$ cat src/rtl/adc_fmt_pkg.sv
// Shared types and the raw-ADC-code to two's-complement conversion used by the
// ADC receiver path.
package adc_fmt_pkg;

  typedef enum logic [1:0] {
    FMT_2C     = 2'd0,
    FMT_OB     = 2'd1,
    FMT_GRAY   = 2'd2,
    FMT_INV_OB = 2'd3
  } fmt_mode_t;

  localparam int FMT_MAX_W = 16;

  // raw must be zero-extended from in_w bits; bits at and above in_w return 0.
  function automatic logic [FMT_MAX_W-1:0] fmt_to_2c(input logic [FMT_MAX_W-1:0] raw,
                                                     input fmt_mode_t mode,
                                                     input int in_w);
    logic [FMT_MAX_W-1:0] r;
    r = '0;
    case (mode)
      FMT_2C, FMT_OB: r = raw;
      FMT_GRAY: begin
        for (int k = FMT_MAX_W - 1; k >= 0; k--) begin
          if (k < in_w - 1) r[k] = r[k+1] ^ raw[k];
          else              r[k] = raw[k];
        end
      end
      FMT_INV_OB: r = ~raw;
      default: r = raw;
    endcase
    if (mode != FMT_2C) r[in_w-1] = ~r[in_w-1];
    for (int k = 0; k < FMT_MAX_W; k++) begin
      if (k >= in_w) r[k] = 1'b0;
    end
    return r;
  endfunction

endpackage

$ cat src/rtl/adc_ovr_cnt.sv
// Single saturating overrange event counter; a clear takes priority over an
// increment in the same cycle.
module adc_ovr_cnt #(
  parameter int CNT_W = 16
) (
  input  logic             clk_i,
  input  logic             rst_i,
  input  logic             clr_i,
  input  logic             inc_i,
  output logic [CNT_W-1:0] cnt_o
);

  logic [CNT_W-1:0] cnt_q, cnt_d;

  function automatic logic [CNT_W-1:0] sat_inc(input logic [CNT_W-1:0] v);
    return (&v) ? v : v + 1'b1;
  endfunction

  always_comb begin
    cnt_d = cnt_q;
    if (clr_i)      cnt_d = '0;
    else if (inc_i) cnt_d = sat_inc(cnt_q);
  end

  always_ff @(posedge clk_i or posedge rst_i) begin
    if (rst_i) cnt_q <= '0;
    else       cnt_q <= cnt_d;
  end

  assign cnt_o = cnt_q;

endmodule

$ cat src/rtl/adc_fmt_conv.sv
// Two-stage converter from runtime-selected ADC raw coding to sign-extended
// two's complement, with frame-aligned mode switching and overrange counters.
module adc_fmt_conv
  import adc_fmt_pkg::*;
#(
  parameter int PORTS = 8,
  parameter int IN_W  = 8,
  parameter int OUT_W = 8,
  parameter int CNT_W = 16
) (
  input  logic                        CLK,
  input  logic                        RST,
  input  logic [PORTS-1:0][IN_W-1:0]  DATA_IN,
  input  logic                        VALID_IN,
  input  logic                        SOF_IN,
  input  logic [1:0]                  MODE,
  input  logic                        CLR_CNT,
  output logic [PORTS-1:0][OUT_W-1:0] DATA_OUT,
  output logic                        VALID_OUT,
  output logic                        SOF_OUT,
  output logic [PORTS-1:0]            OVR_FLAG,
  output logic [PORTS-1:0][CNT_W-1:0] OVR_CNT,
  output logic [1:0]                  MODE_ACT
);

  localparam logic [IN_W-1:0] FS_NEG = {1'b1, {(IN_W-1){1'b0}}};
  localparam logic [IN_W-1:0] FS_POS = ~FS_NEG;

  fmt_mode_t mode_act_q, mode_eff;

  logic [PORTS-1:0][IN_W-1:0]  data_p1_q;
  logic                        vld_p1_q, sof_p1_q;
  fmt_mode_t                   mode_p1_q;

  logic [PORTS-1:0][IN_W-1:0]  conv_p1;
  logic [PORTS-1:0][OUT_W-1:0] data_p2_q, data_p2_d;
  logic [PORTS-1:0]            ovr_p2_q, ovr_p2_d;
  logic                        vld_p2_q, sof_p2_q;

  function automatic logic [OUT_W-1:0] sext(input logic [IN_W-1:0] v);
    logic signed [IN_W-1:0]  s;
    logic signed [OUT_W-1:0] r;
    s = v;
    r = s;
    return r;
  endfunction

  // A start-of-frame beat both latches the new mode and is converted with it.
  assign mode_eff = (VALID_IN && SOF_IN) ? fmt_mode_t'(MODE) : mode_act_q;

  always_comb begin
    conv_p1   = '0;
    data_p2_d = data_p2_q;
    ovr_p2_d  = '0;
    for (int i = 0; i < PORTS; i++) begin
      conv_p1[i] = IN_W'(fmt_to_2c(FMT_MAX_W'(data_p1_q[i]), mode_p1_q, IN_W));
      if (vld_p1_q) begin
        data_p2_d[i] = sext(conv_p1[i]);
        ovr_p2_d[i]  = (conv_p1[i] == FS_NEG) || (conv_p1[i] == FS_POS);
      end
    end
  end

  always_ff @(posedge CLK or posedge RST) begin
    if (RST) begin
      mode_act_q <= FMT_2C;
      data_p1_q  <= '0;
      vld_p1_q   <= 1'b0;
      sof_p1_q   <= 1'b0;
      mode_p1_q  <= FMT_2C;
      data_p2_q  <= '0;
      vld_p2_q   <= 1'b0;
      sof_p2_q   <= 1'b0;
      ovr_p2_q   <= '0;
    end else begin
      // stage 1: capture raw beat and its effective mode
      mode_act_q <= mode_eff;
      data_p1_q  <= DATA_IN;
      vld_p1_q   <= VALID_IN;
      sof_p1_q   <= SOF_IN & VALID_IN;
      mode_p1_q  <= mode_eff;
      // stage 2: converted sample and overrange flag
      data_p2_q  <= data_p2_d;
      vld_p2_q   <= vld_p1_q;
      sof_p2_q   <= sof_p1_q;
      ovr_p2_q   <= ovr_p2_d;
    end
  end

  for (genvar i = 0; i < PORTS; i++) begin : g_cnt
    adc_ovr_cnt #(.CNT_W(CNT_W)) u_cnt (
      .clk_i (CLK),
      .rst_i (RST),
      .clr_i (CLR_CNT),
      .inc_i (ovr_p2_d[i]),
      .cnt_o (OVR_CNT[i])
    );
  end

  assign DATA_OUT  = data_p2_q;
  assign VALID_OUT = vld_p2_q;
  assign SOF_OUT   = sof_p2_q;
  assign OVR_FLAG  = ovr_p2_q;
  assign MODE_ACT  = mode_act_q;

endmodule

$ cat config.mk
export PLATFORM = sky130hd
export DESIGN_NAME = adc_fmt_conv
export DESIGN_NICKNAME = d
export VERILOG_FILES = /design/src/rtl/adc_fmt_pkg.sv /design/src/rtl/adc_ovr_cnt.sv /design/src/rtl/adc_fmt_conv.sv
export SDC_FILE = /design/constraint.sdc
export NUM_CORES = 1
export LEC_CHECK = 0
export BUFFER_PORTS_ARGS = -buffer_cell sky130_fd_sc_hd__buf_4
export CORE_MARGIN = 2
export CORE_UTILIZATION = 55
export CTS_CLUSTER_DIAMETER = 60
export DETAILED_ROUTE_END_ITERATION = 6
export GPL_TIMING_DRIVEN = 0
export PLACE_DENSITY = 0.81
export RECOVER_POWER = 50
export SYNTH_ARGS = -nofsm -noshare
export SYNTH_HDL_FRONTEND = slang
export SYNTH_SLANG_ARGS = --single-unit
$ cat constraint.sdc
create_clock -name CLK -period 9.25 [get_ports CLK]
set_input_delay 0.925 -clock CLK [delete_from_list [all_inputs] [get_ports CLK]]
set_output_delay 0.925 -clock CLK [all_outputs]
set_load 0.02 [all_outputs]
==> flow_summary.ini, run 1 <==
[critical_path]
worstSetupStartpointType = flop
critical_path.max_fanout = 10
path_common_cell = clkbuf_1
cp_cell_sequence = buf_2, buf_1, clkbuf_1, clkbuf_1, o21ai_0, xor2_1, nor4_1, o21ai_0, clkbuf_1, clkbuf_1, o21ai_0, a21oi_1
reg2reg_from = mode_p1_q[1]
worstPathArrival_ns = 5.10
timing.rr.end = g_cnt[0].u_cnt.cnt_o[6]
slowest_stage = nor4_1
max_stage_delay_ns = 0.68
worstPathRequired_ns = 9.61
reg2regPathDepth = 12
r2r_slack_ns = 4.51
critPathKind = reg -> reg
path_delay_family = buffers and inverters
path_buf_inv = 6
cp-end-kind = flop

[global_routing]
grt_pass1_wl_um = 69490
grt_pass1_vias = 13223
met3_usage_pct = 6.702
grt_use_total_pct = 30.67
use_met1_pct = 41.37
grt.busiest_layer = met2
antenna_found_initial = 1
use_met2_pct = 48.83
grt-ovfl-total = 0
grt_max_degree = 132

[logic_synthesis]
synth.most_common_cell = dfrtp_1
avgSynthCellArea_um2 = 9.569
ys_warn_count = 0
syn-num-nets = 1606
synth_area_leaders = dfrtp_1 46%, a21oi_1 5.3%, xor2_1 4.1%, xnor2_1 4.0%, o21ai_0 3.6%
synth.yosys.seq_area_share_pct = 46.24
syn_area_um2 = 14610
synth-seq-cells = 270
netlist.area_leader.share_pct = 46.24
synth_cell_types = 69
synth_edf_count = 0
synthArstFlopShare_pct = 100.0
synth_top_area_cell = dfrtp_1
synth_commonest_cells = 270 x dfrtp_1, 156 x a21oi_1, 131 x nor2_1
syn_inst = 1527
ys.flop_type = dfrtp_1

[clock_tree]
cts_resized = 0
holdBufCountCts = 0
cts-root-buf = clkbuf_16
postCtsSetupBuffers = 0
htree_levels = 2
clk_pin_slew_ns = 0.05
clock-sinks = 270
clock_path_buffers = 3
tritoncts = yes
cts_made_buffers = 34
clock_latency_ns = 0.51

[layout]
nFillCells = 2059
fin_cells = 2196
nNetsFinal = 1917
drive_gt1_share_pct = 19.19
area_growth_syn_to_layout_pct = 23.93
utilization_pct = 69.49

[power]
power_density_nw_per_um2 = 181.4
power.switching_mw = 0.9687
p_leak_nw = 7.660
p_clk_share_pct = 40.4
irDropWorstVdd_mv = 0.1716
switching_share_pct = 29.49
p_seq_share_pct = 40.0
p_int_mw = 2.316
power.share.combinational_pct = 19.6

[run_status]
outcome = finished, final reports clean

[timing]
setup_violations = 0
tightest_slew_ns = 1.322
fin_skew_ns = 0.01343
tns_ns = 0
max_slew_margin_pct = 11.23
slew_violations = 0
rsz0062_at_grt = no
final.period_utilization_pct = 51.26
hold_viol_final = 0
fmaxAchievable_mhz = 210.9
period_needed_ns = 4.742

[placement]
dp_hpwl_um = 30350
dp_cells = 2137
portBuffers = 273
gp_congestion = 0.9083

[detailed_routing]
post_drt_via_cell_ratio = 6.121
drt_first_iter_violations = 1346
drt-wirelength-per-cell_um = 19.78
routed_wirelength_um = 43430
drtAntennaViolNets = 0
via_count = 13442
first_pass_iters = 6
post-route-drc-count = 0

[floorplanning]
core_um2 = 26060
die_y_um = 167.0
num_rows = 59
die_w_um = 167.0
die_area_um2 = 27890
initial_utilization_pct = 56.07
pin_count = 275

[hold_path]
holdPathEnd = SOF_OUT
hp-class = reg -> reg
min_path_cells = 0
hold_start = sof_p1_q

[job]
max-cap-violations = 0
-- routing by layer --
| metal | part of all wire, % | wire [um] |
|---|---|---|
| met3 | 8.7 | 3796 |
| met5 | 0 | 0 |
| met2 | 47 | 20460 |
| met4 | 3.3 | 1425 |
| met1 | 41 | 17750 |
-- cells in the final DEF, fill, tap and decap left out, types with 28 or more instances in the layout --
cell and count:
a21oi_1 156, buf_4 174, clkbuf_1 129, clkbuf_16 35, clkbuf_4 59, dfrtp_1 270
mux2_2 30, nand2_1 88, nand3_1 56, nor2_1 131, nor3_1 39, o21ai_0 106
or3_1 61, or4_1 28, xnor2_1 67, xor2_1 68
-- kinds of logic after synthesis --
group | share of synthesized area (%)
AOI/OAI and AO/OA | 14.99
buffers and inverters | 3.656
muxes | 3.211
xor gates and xnor gates | 11.41
and+or+nand+nor | 19.81
DFF | 46.24
adders and majority gates | 0.6851
-- flip-flops by register name, indices dropped and copies added (netlist names) --
signal,cells
OVR_FLAG,8
DATA_OUT,64
sof_p1_q,1
vld_p1_q,1
data_p1_q,64
mode_p1_q,2
VALID_OUT,1
g_cnt.u_cnt.cnt_o,128
SOF_OUT,1
-- area by class of cell --
class                      instances  area, um2  area share [%]
clock buffer                      47       1001           5.528
buffer                           109      432.9           2.391
timing repair buffer             275       1951           10.77
sequential                       270       6756           37.31
tap                              335      419.2           2.315
antenna                            1      2.502         0.01382
clock inverter                    11      121.4          0.6703
multi-input combinational       1121       7321           40.43
inverter                          27      102.6          0.5666
-- how the worst max path moves through the flow --
stage	from	endpoint	slack (ns)	depth (start not counted)
finish	mode_p1_q[1]	g_cnt[0].u_cnt.cnt_o[6]	4.51	12
global route	mode_p1_q[1]	g_cnt[0].u_cnt.cnt_o[6]	4.24	12
CTS	mode_p1_q[1]	g_cnt[0].u_cnt.cnt_o[6]	4.69	12
detailed placement	mode_p1_q[1]	g_cnt[0].u_cnt.cnt_o[6]	4.84	12
global placement	RST	g_cnt[7].u_cnt.cnt_o[14]	-2.10	2
floorplan	RST	DATA_OUT[0]	0.89	1
-- metrics by stage --
stage | total power, mW | setup WS (ns) | instance area, um2 | hold slack, ns
final | 3.285 | 4.508 | 18110 | 0.3683
after global routing | 3.407 | 4.244 | 18100 | 0.3781
after CTS | 3.315 | 4.692 | 18270 | 0.3124
after detailed placement | 1.988 | 4.840 | 17140 | 0.3669
after global placement | 1.967 | -2.096 | 17080 | 0.3351
after floorplan | 1.739 | 0.8863 | 14610 | 0.3312
-- power groups by stage --
stage	clock network [mW]	logic [mW]	registers, mW
CTS	1.34	0.659	1.31
floorplan	0	0.340	1.40
finish	1.33	0.643	1.31
global route	1.40	0.689	1.32
detailed placement	0	0.654	1.33
global placement	0	0.634	1.33
(Power assumes the default switching activity.)
==> inputs of run 2 (changes only) <==
--- a/config.mk
+++ b/config.mk
@@ -5,13 +5,14 @@
 export SDC_FILE = /design/constraint.sdc
 export NUM_CORES = 1
 export LEC_CHECK = 0
+export ABC_AREA = 1
 export BUFFER_PORTS_ARGS = -buffer_cell sky130_fd_sc_hd__buf_4
 export CORE_MARGIN = 2
-export CORE_UTILIZATION = 55
+export CORE_UTILIZATION = 51
 export CTS_CLUSTER_DIAMETER = 60
 export DETAILED_ROUTE_END_ITERATION = 6
 export GPL_TIMING_DRIVEN = 0
-export PLACE_DENSITY = 0.81
+export PLACE_DENSITY = 0.79
 export RECOVER_POWER = 50
 export SYNTH_ARGS = -nofsm -noshare
 export SYNTH_HDL_FRONTEND = slang
==> constraint.sdc (replaced) <==
create_clock -name CLK -period 4.2 [get_ports CLK]
set_input_delay 0.42 -clock CLK [delete_from_list [all_inputs] [get_ports CLK]]
set_output_delay 0.42 -clock CLK [all_outputs]
set_load 0.02 [all_outputs]
==> run 2 against run 1 <==
Against the previous run: the run now ends with max-capacitance violations, max-slew violations left; sequential share of layout area fell by 1.9 points; highest routed layer unchanged; synthesized cell count rose by 39%; combinational power increased by 100%; first-iteration DRC count down 2.6%; largest cell class unchanged; critical endpoint is now DATA_OUT[44]; hold slack lost 0.27 ns; clock power up 110%.
==> flow_summary.ini, run 2 <==
[critical_path]
cp_cell_sequence = dlygate4sd3_1, clkbuf_4, clkinvlp_2, clkbuf_1, buf_12, buf_12
critPathKind = in -> async
slowest_stage = clkbuf_1
reg2regPathDepth = 18
cp-end-kind = async pin
worstPathArrival_ns = 3.82
worstSetupStartpointType = input port
r2r_slack_ns = 1.15
timing.rr.end = g_cnt[2].u_cnt.cnt_o[4]
max_stage_delay_ns = 1.53
worstPathRequired_ns = 4.94
reg2reg_from = mode_p1_q[0]
critical_path.max_fanout = 45
path_common_cell = buf_12

[logic_synthesis]
ys.flop_type = dfrtp_1
syn-num-nets = 2208
syn_inst = 2129
netlist.area_leader.share_pct = 44.19
syn_area_um2 = 15290
synth-seq-cells = 270
ys_warn_count = 0
synth_area_leaders = dfrtp_1 44%, nand2_1 17%, nand3_1 8.3%, nor2_1 6.6%, xor2_1 4.7%
synth_commonest_cells = 687 x nand2_1, 270 x dfrtp_1, 267 x nor2_1
synthArstFlopShare_pct = 100.0
synth_cell_types = 36
avgSynthCellArea_um2 = 7.181
synth.yosys.seq_area_share_pct = 44.19
synth_top_area_cell = dfrtp_1
synth_edf_count = 0
synth.most_common_cell = nand2_1

[timing]
fin_skew_ns = 0.01645
tns_ns = 0
final.period_utilization_pct = 73.32
slew_violations = 36
fmaxAchievable_mhz = 324.7
rsz0062_at_grt = no
hold_viol_final = 0
period_needed_ns = 3.080
max_slew_margin_pct = -36.49
setup_violations = 0
fin_ws_ns = 1.120
tightest_slew_ns = 2.047

[global_routing]
grt_pass1_wl_um = 78880
grt_pass1_vias = 15565
grt_use_total_pct = 31.61
grt_max_degree = 46
grt-ovfl-total = 0
antenna_found_initial = 1

[floorplanning]
initial_utilization_pct = 51.72
core_um2 = 29560
die_y_um = 177.1
num_rows = 63
die_w_um = 177.1
die_area_um2 = 31380
pin_count = 275

[detailed_routing]
first_pass_iters = 6
drtAntennaViolNets = 0
drt-wirelength-per-cell_um = 17.10
post_drt_via_cell_ratio = 5.507
post-route-drc-count = 0
via_count = 16092
drt_first_iter_violations = 1311
routed_wirelength_um = 49950

[placement]
portBuffers = 273
postPlaceCellArea_um2 = 17970
place_ws_ns = 1.250
gp_congestion = 0.9410
dp_hpwl_um = 35460

[hold_path]
holdPathEnd = mode_p1_q[1]
hp-class = in -> reg
hold_start = MODE[1]
min_path_cells = 3

[layout]
design_area_um2 = 19080
largest_reg_flops = 128
layout_common_cells = 687 x nand2_1, 270 x dfrtp_1, 267 x nor2_1
final_common_cell = nand2_1
utilization_pct = 64.56
drive_gt1_share_pct = 9.285
nNetsFinal = 2586
area_growth_syn_to_layout_pct = 24.83

[clock_tree]
clk_pin_slew_ns = 0.07
clock_latency_ns = 0.57
cts_resized = 0
htree_levels = 1
holdBufCountCts = 66
cts_made_buffers = 30
clock_path_buffers = 3
tritoncts = yes
cts-root-buf = clkbuf_16
postCtsSetupBuffers = 0
clock-sinks = 270

[power]
finalPower_mw = 6.988
power_density_nw_per_um2 = 366.1
p_leak_nw = 9.318
irDropWorstVdd_mv = 0.3009

[run_status]
outcome = complete, but fails checks
violations = max-capacitance violations, max-slew violations

[job]
max-cap-violations = 1
==> run 2: changes by cell type after synthesis, moves of 27 or more <==
cell and change:
o21ai_0 -42, o31ai_1 -27, mux2_2 -30, nand4_1 +30, a21oi_1 -137, nor2_1 +136
nand3_1 +198, or3_1 -61, nand2_1 +599, xnor2_1 -41, or4_1 -28, clkbuf_1 -47
inv_1 +161
==> run 2: area by class of cell <==
class	instances	area, um2
sequential	270	6756
tap	390	488.0
clock inverter	18	201.4
buffer	68	320.3
fill	2647	10480
inverter	200	752.0
multi-input combinational	1591	7460
clock buffer	38	852.1
antenna	1	2.502
timing repair buffer	346	2252
==> run 2: worst max-delay path by stage <==
stage                      start                       to  slack, ns  cells past startpoint
finish                       RST             DATA_OUT[44]       1.12                      6
global route                 RST             DATA_OUT[44]       0.63                      6
CTS                 mode_p1_q[0]  g_cnt[2].u_cnt.cnt_o[2]       1.23                     18
detailed placement  mode_p1_q[0]  g_cnt[2].u_cnt.cnt_o[4]       1.25                     18
global placement             RST  g_cnt[0].u_cnt.cnt_o[8]      -1.37                      2
floorplan                    RST              DATA_OUT[0]       0.21                      1
==> run 2: cells by family (layout without fill, tap and decap cells) <==
group | after synthesis | count (layout) | synth area share, %
and+or+nand+nor | 1365 | 1365 | 38.07
other | 0 | 1 | 0
DFF | 270 | 270 | 44.19
buffers and inverters | 268 | 670 | 7.014
xor gates and xnor gates | 108 | 108 | 6.187
adders and majority gates | 8 | 8 | 0.6547
AOI/OAI and AO/OA | 110 | 110 | 3.879
==> run 2: stage by stage <==
| step | hold WS (ns) | std cells |
|---|---|---|
| 2_1_floorplan | 0.3312 | 2129 |
| 3_3_place_gp | 0.3397 | 2792 |
| 3_5_place_dp | 0.3556 | 2799 |
| 4_1_cts | 0.08803 | 2921 |
| 5_1_grt | 0.1206 | 2922 |
| 6_report | 0.1022 | 2922 |
==> run 2: critical path: cells and delay by family <==
family                 cells  cell delay (ns)
buffers and inverters      6             3.33
==> run 2: report_power, final <==
| part | switching (mW) | leakage [nW] | internal [mW] |
|---|---|---|---|
| Sequential | 0.134 | 3.49 | 2.76 |
| Clock | 1.12 | 0.521 | 1.68 |
| Combinational | 0.919 | 5.31 | 0.385 |
| Total | 2.17 | 9.32 | 4.82 |
==> run 2: routing by layer <==
layer | vias to the layer above | share of wire [%] | routed length [um] | track usage, %
met1 | 7556 | 40 | 20140 | 40.43
met2 | 761 | 46 | 22970 | 50.96
met4 | 0 | 5.4 | 2688 | 16.80
li1 | 7578 | - | - | -
met5 | - | 0 | 0 | 0
met3 | 197 | 8.3 | 4155 | 5.863
